File: config.mk
export PLATFORM = sky130hd
export DESIGN_NAME = instr_ram_arbiter
export DESIGN_NICKNAME = d
export VERILOG_FILES = /design/src/rtl/instr_ram_arbiter.sv
export SDC_FILE = /design/constraint.sdc
export NUM_CORES = 1
export LEC_CHECK = 0
export BUFFER_PORTS_ARGS = -buffer_cell sky130_fd_sc_hd__buf_2
export CELL_PAD_IN_SITES_DETAIL_PLACEMENT = 0
export CELL_PAD_IN_SITES_GLOBAL_PLACEMENT = 1
export CORE_MARGIN = 1.5
export CORE_UTILIZATION = 17
export CTS_CLUSTER_SIZE = 30
export DETAILED_ROUTE_END_ITERATION = 16
export GPL_TIMING_DRIVEN = 0
export PLACE_DENSITY = 0.84
export SYNTH_ARGS = -nofsm -noshare
export SYNTH_HDL_FRONTEND = slang
export SYNTH_SLANG_ARGS = --single-unit
File: constraint.sdc
create_clock -name clk -period 1.35 [get_ports clk]
set_input_delay 0 -clock clk [delete_from_list [all_inputs] [get_ports clk]]
set_output_delay 0 -clock clk [all_outputs]
set_load 0.05 [all_outputs]
File: src/rtl/instr_ram_arbiter.sv
// instr_ram_arbiter: shares the single-port instruction RAM between the
// fetch port (read-only) and the debug/loader port (read/write, byte
// enables). Fetch wins by default; a debug starvation counter flips the
// priority after a bounded number of denied cycles. Read data returns one
// cycle after grant and is routed using a registered owner tag.
module instr_ram_arbiter #(
  parameter int unsigned ADDR_W       = 12,
  parameter int unsigned DATA_W       = 32,
  parameter int unsigned STARVE_LIMIT = 8
) (
  input  logic              clk,
  input  logic              rst,

  input  logic              if_req,
  input  logic [ADDR_W-1:0] if_addr,
  output logic              if_gnt,
  output logic              if_rvalid,
  output logic [DATA_W-1:0] if_rdata,

  input  logic              dbg_req,
  input  logic [3:0]        dbg_we,
  input  logic [ADDR_W-1:0] dbg_addr,
  input  logic [DATA_W-1:0] dbg_wdata,
  output logic              dbg_gnt,
  output logic              dbg_rvalid,
  output logic [DATA_W-1:0] dbg_rdata,

  output logic [3:0]        ram_wea,
  output logic [ADDR_W-1:0] ram_addra,
  output logic [DATA_W-1:0] ram_dina,
  input  logic [DATA_W-1:0] ram_douta
);

  // Counter is sized for the largest legal limit (255).
  localparam int unsigned CNT_W = 8;
  localparam logic [CNT_W-1:0] LIMIT    = CNT_W'(STARVE_LIMIT);
  localparam logic [CNT_W-1:0] LIMIT_M1 = CNT_W'(STARVE_LIMIT - 1);

  typedef enum logic {
    PRIO_IF  = 1'b0,
    PRIO_DBG = 1'b1
  } state_t;

  typedef enum logic [1:0] {
    TAG_NONE = 2'b00,
    TAG_IF   = 2'b01,
    TAG_DBG  = 2'b10
  } tag_t;

  state_t           state;
  logic [CNT_W-1:0] starve_cnt;
  tag_t             tag;
  logic             dbg_denied;

  // A debug request that is present but not served this cycle.
  assign dbg_denied = dbg_req && !dbg_gnt;

  // Same-cycle grant: sole requester always wins, priority breaks ties.
  always_comb begin
    if_gnt  = 1'b0;
    dbg_gnt = 1'b0;
    if (!rst) begin
      if (state == PRIO_DBG) begin
        dbg_gnt = dbg_req;
        if_gnt  = if_req && !dbg_req;
      end else begin
        if_gnt  = if_req;
        dbg_gnt = dbg_req && !if_req;
      end
    end
  end

  // RAM port mux: fetch address by default, writes only on a debug grant.
  always_comb begin
    ram_addra = if_addr;
    ram_wea   = 4'b0000;
    ram_dina  = dbg_wdata;
    if (dbg_gnt) begin
      ram_addra = dbg_addr;
      ram_wea   = dbg_we;
    end
  end

  // Priority FSM: debug takes priority once it has been starved long enough.
  always_ff @(posedge clk) begin
    if (rst) begin
      state <= PRIO_IF;
    end else begin
      case (state)
        PRIO_IF: begin
          if (dbg_denied && (starve_cnt == LIMIT_M1)) begin
            state <= PRIO_DBG;
          end
        end
        PRIO_DBG: begin
          if (dbg_gnt || !dbg_req) begin
            state <= PRIO_IF;
          end
        end
        default: state <= PRIO_IF;
      endcase
    end
  end

  // Count consecutive denied debug cycles, saturating at the limit.
  always_ff @(posedge clk) begin
    if (rst || dbg_gnt || !dbg_req) begin
      starve_cnt <= '0;
    end else if (starve_cnt != LIMIT) begin
      starve_cnt <= CNT_W'(starve_cnt + 1'b1);
    end
  end

  // Owner of the read in flight; debug writes return nothing.
  always_ff @(posedge clk) begin
    if (rst) begin
      tag <= TAG_NONE;
    end else if (if_gnt) begin
      tag <= TAG_IF;
    end else if (dbg_gnt && (dbg_we == 4'b0000)) begin
      tag <= TAG_DBG;
    end else begin
      tag <= TAG_NONE;
    end
  end

  // Return path: a read in flight when reset rises is dropped.
  assign if_rvalid  = (tag == TAG_IF)  && !rst;
  assign dbg_rvalid = (tag == TAG_DBG) && !rst;
  assign if_rdata   = if_rvalid  ? ram_douta : '0;
  assign dbg_rdata  = dbg_rvalid ? ram_douta : '0;

endmodule

Word-level counts from Yosys, hierarchy flattened

Cells that the tools add are included.

Muxes and demuxes: 13
$add $sub $neg: 1
Equal/unequal tests: 4
Reduce and logical (&&, ||, !) cells: 16
Bitwise gates (word level): 1

Operator list:

| cell                                                  | number |
|---|---|
| two-way mux 32 bit                                    | 2 |
| two-way mux 12 bit                                    | 1 |
| adder 8 x 1 -> 8 bit, second input constant           | 1 |
| equality test 8 x 3 -> 1 bit, second input constant   | 1 |
| inequality test 8 x 4 -> 1 bit, second input constant | 1 |
| logical AND 1 bit                                     | 7 |
| two-way mux 1 bit                                     | 7 |
| zero test 1 bit                                       | 4 |
| zero test 4 bit                                       | 1 |
| two-way mux 4 bit                                     | 1 |
| logical OR 1 bit                                      | 3 |
| equality test 2 x 1 -> 1 bit, second input constant   | 1 |
| equality test 2 bit, second input constant            | 1 |
| two-way mux 2 bit                                     | 1 |
| case mux 1 bit (2 select lines)                       | 1 |
| OR reduction 2 bit                                    | 1 |
| inverter 1 bit                                        | 1 |

Input bits: 96
Flip-flop bits (word level): 11

Logic depth before layout (Yosys ltp)

Word-level depth: 9
Gate-level depth with buffers: 5
Gate-level depth less buffers: 5

Least setup slack after synthesis

OpenSTA, ideal clock, no wires.

Path type: reg-to-output
Start: reg tag[1]
End: out dbg_rdata[22]
Path buffers: 1
Required time: 1.350 ns
Cell stages (with the launch flop): 4
Path slack: -0.340 ns
Data arrival time: 1.690 ns
Cells stage by stage: dfxtp_1 > nor3b_2 > clkbuf_1 > and2_1

Longest elaborated chain between the ends: 3

Ends and longest elaborated chain:

| item                   | RTL line | text |
|---|---|---|
| start, declared        | 52       | `tag_t tag;` |
| start signal, assigned | 117      | `tag <= TAG_NONE;` |
| start signal, assigned | 119      | `tag <= TAG_IF;` |
| start signal, assigned | 121      | `tag <= TAG_DBG;` |
| equality test 2 bit    | 129      | `assign dbg_rvalid = (tag == TAG_DBG) && !rst;` |
| logical AND 1 bit      | 129      |  |
| net dbg_rvalid         | 25       | `output logic dbg_rvalid,` |
| two-way mux 32 bit     | 131      | `assign dbg_rdata = dbg_rvalid ? ram_douta : '0;` |
| end, declared          | 26       | `output logic [DATA_W-1:0] dbg_rdata,` |

The timed path passes the listed nets, and every way through them passes these cells.

Final worst setup path

Start: reg state
End: out ram_addra[4]

Longest elaborated chain between the ends: 3

Ends and longest elaborated chain:

| item                   | RTL line | text |
|---|---|---|
| start, declared        | 50       | `state_t state;` |
| start signal, assigned | 87       | `state <= PRIO_IF;` |
| start signal, assigned | 92       | `state <= PRIO_DBG;` |
| start signal, assigned | 97       | `state <= PRIO_IF;` |
| two-way mux 1 bit      | 63       | `if (state == PRIO_DBG) begin` |
| two-way mux 1 bit      | 62       | `if (!rst) begin` |
| two-way mux 12 bit     | 78       | `if (dbg_gnt) begin` |
| end, declared          | 29       | `output logic [ADDR_W-1:0] ram_addra,` |

Every way passes these cells.

==> reports/results.ini <==
[placement]
io_buffers = 179
place_congestion = 0.817
place_area_sq_um = 2460
place_hpwl_mm = 4.12
numPlacedInstances = 463

[hold_path]
hp-class = primary input to register
hp-start = dbg_req
whs_path_depth = 2
hold_end = tag[0]

[critical_path]
arrival_ps = 1470
cp.required_ps = 1350
reg2reg_depth = 3
cp_max_fo = 5
cp_slowest_stage_delay_ps = 350
crit_type = register to primary output
r2r_start = starve_cnt[6]
worst_path_max_delay_cell = dfxtp_4
rrSetupSlack_ps = 40
cpLargestDelayFamily = flip-flops
path_cells = o21ai_4 -> buf_6 -> mux2_4 -> buf_8
crit_path_end_kind = primary output
r2r-end = starve_cnt[4]
crit_buf_inv = 2
start_kind = register

[logic_synthesis]
yosysMostFrequentCell = and2_1
synth_top_flop_cell = dfxtp_1
synth_common_cells = 68 x and2_1, 34 x buf_4, 12 x mux2_2, 11 x dfxtp_1, 6 x clkbuf_1
synth-edff-count = 0
synth.cell_area_sq_um = 1400
synthDistinctLibCells = 30
yosys_warnings = 0
netlist.top_cell.by_area = and2_1
async_flop_share = 0
ys_seq_area_frac = 0.158
synth.area.top_cells = and2_1 30%, buf_4 18%, dfxtp_1 16%
synth_seq_cells = 11
synth_fp_nets = 280
syn_inst = 182
avgSynthCellArea_sq_um = 7.67
synth.top_cell.area_share = 0.305

[final_layout]
diodes = 0
fillCellCount = 708
syn_to_final_growth_pct = 167
drive_gt1_frac = 0.871
design_area_sq_um = 3730
nNetsFinal = 478
fin_cells = 481

[routing]
wl_per_cell_um = 13.0
drtIter0Drc = 20
wl_met3_um = 441
viasPerCell = 4.16
final_antenna_net_count = 0
wl_met1_mm = 2.00
met2_length_mm = 3.63
dr.pass1.iters = 4
drc_errors = 0
wl_mm = 6.27
via_count = 2000
routed.top_layer = met4

[clock_tree]
cts_buffers = 3
postCtsHoldBufs = 0
clkSlewWorstSetupHoldPaths_ps = 50
clockBufferDepth = 2
cts_sinks = 11
clk_latency_ps = 240
cts_tree = done
cts_root_buf = clkbuf_8
h-tree-depth = 1

[power]
power_leakage_nw = 1.88
vdd_drop_max_uv = 299
power_density_nw_per_um2 = 442
p_total_w = 0.00165

[die]
initial_utilization = 0.178
io_pins = 212
die_h_um = 93.6
die_area_sq_um = 8760
core_sq_um = 7850
die_w_um = 93.6
row_count = 32

[sta]
tns_ps = -2760
setup_viol = 65
worst_slew_pin_slew_ps = 453
fin_ws_ps = -119
fin_crit_sh = 1.09
skew_ps = 5.20
slew_violations = 0
holdWs_ps = -0.230
relSlewSlack = 0.695
fmax_mhz = 681
rsz0062_at_grt = true
finalHoldViolCount = 1
period_minus_slack_ps = 1470

[global_route]
grt_pass1_vias = 1994
grt_max_degree = 11
antenna_found_initial = 0
grt_pass1_wl_mm = 9.14
overflow = 0
grt_usage = 0.130

[status]
status = complete, but fails checks
violations = hold timing, setup timing

[run]
cap_viol_max_count = 0

through the flow:
step	setup WS, ps	hold WS [ps]	util
after detailed placement	-237	257	0.313
after CTS	-151	7.14	0.457
after global routing	-160	23.3	0.475
final	-119	-0.230	0.475
after global placement	-203	261	0.313
after floorplan	-81.2	78.5	-
cells in the final DEF (no fill, tap or decap), drive strengths merged, types with 3 or more instances in the layout:
cell type | synthesis | final
a21oi | 5 | 5
and2 | 68 | 68
buf | 34 | 231
clkbuf | 6 | 6
dfxtp | 11 | 11
inv | 4 | 3
mux2 | 12 | 12
nand2 | 3 | 3
nand3 | 4 | 4
nor2 | 4 | 4
nor3 | 3 | 3
o21ai | 6 | 6
or3 | 3 | 3
registers in the layout (all words and copies together), names as in the netlist:
| signal | cells |
|---|---|
| tag | 2 |
| starve_cnt | 8 |
| state | 1 |
layout make-up:
type                    count  area, sq um  area share
inverters                   4         18.8     0.00504
clock buffers               4         45.0      0.0121
multi-input cells         127         1120       0.301
plain buffers              38          319      0.0856
well taps                 102          128      0.0342
repair buffers            195         1870       0.501
flip-flops and latches     11          228      0.0611
logic make-up after synthesis:
family / after synthesis / share of synthesized area
adder cells (fa/ha/maj): 2 / 0.0179
AND/OR/NAND/NOR: 96 / 0.438
AO/OA/AOI/OAI: 14 / 0.0610
XOR/XNOR: 3 / 0.0188
multiplexers: 12 / 0.0969
flip-flops: 11 / 0.158
buffers and inverters: 44 / 0.210
report_power, final:
part / switching, W / total, W / internal (W)
Sequential: 0.00000377 / 0.000331 / 0.000327
Combinational: 0.000571 / 0.000986 / 0.000415
Clock: 0.000123 / 0.000331 / 0.000207
Total: 0.000698 / 0.00165 / 0.000949
timing repair:
| action | CTS | global route |
|---|---|---|
| gates resized for setup | 304 | 47 |
| buffers inserted | 11 | 0 |
| gates cloned | 4 | 1 |
| setup endpoints to repair | 88 | 91 |
| pin swaps | 36 | 12 |
worst max path at each step:
stage            from            end  slack [ps]  depth (start not counted)
4_1_cts         state   ram_addra[8]        -150                          4
3_5_place_dp   tag[0]   if_rdata[21]        -240                          4
2_1_floorplan   state     ram_wea[1]         -80                          4
6_report        state   ram_addra[4]        -120                          4
3_3_place_gp   tag[1]  dbg_rdata[11]        -200                          4
5_1_grt         state   ram_addra[7]        -160                          4
per-layer routing:
| metal | up-vias | GRT usage |
|---|---|---|
| li1 | 955 | - |
| met1 | 901 | 0.129 |
| met2 | 124 | 0.264 |
| met3 | 20 | 0.0138 |
| met4 | 0 | 0.0585 |
| met5 | - | 0 |
Note: power is estimated with default switching activity, not from simulation.
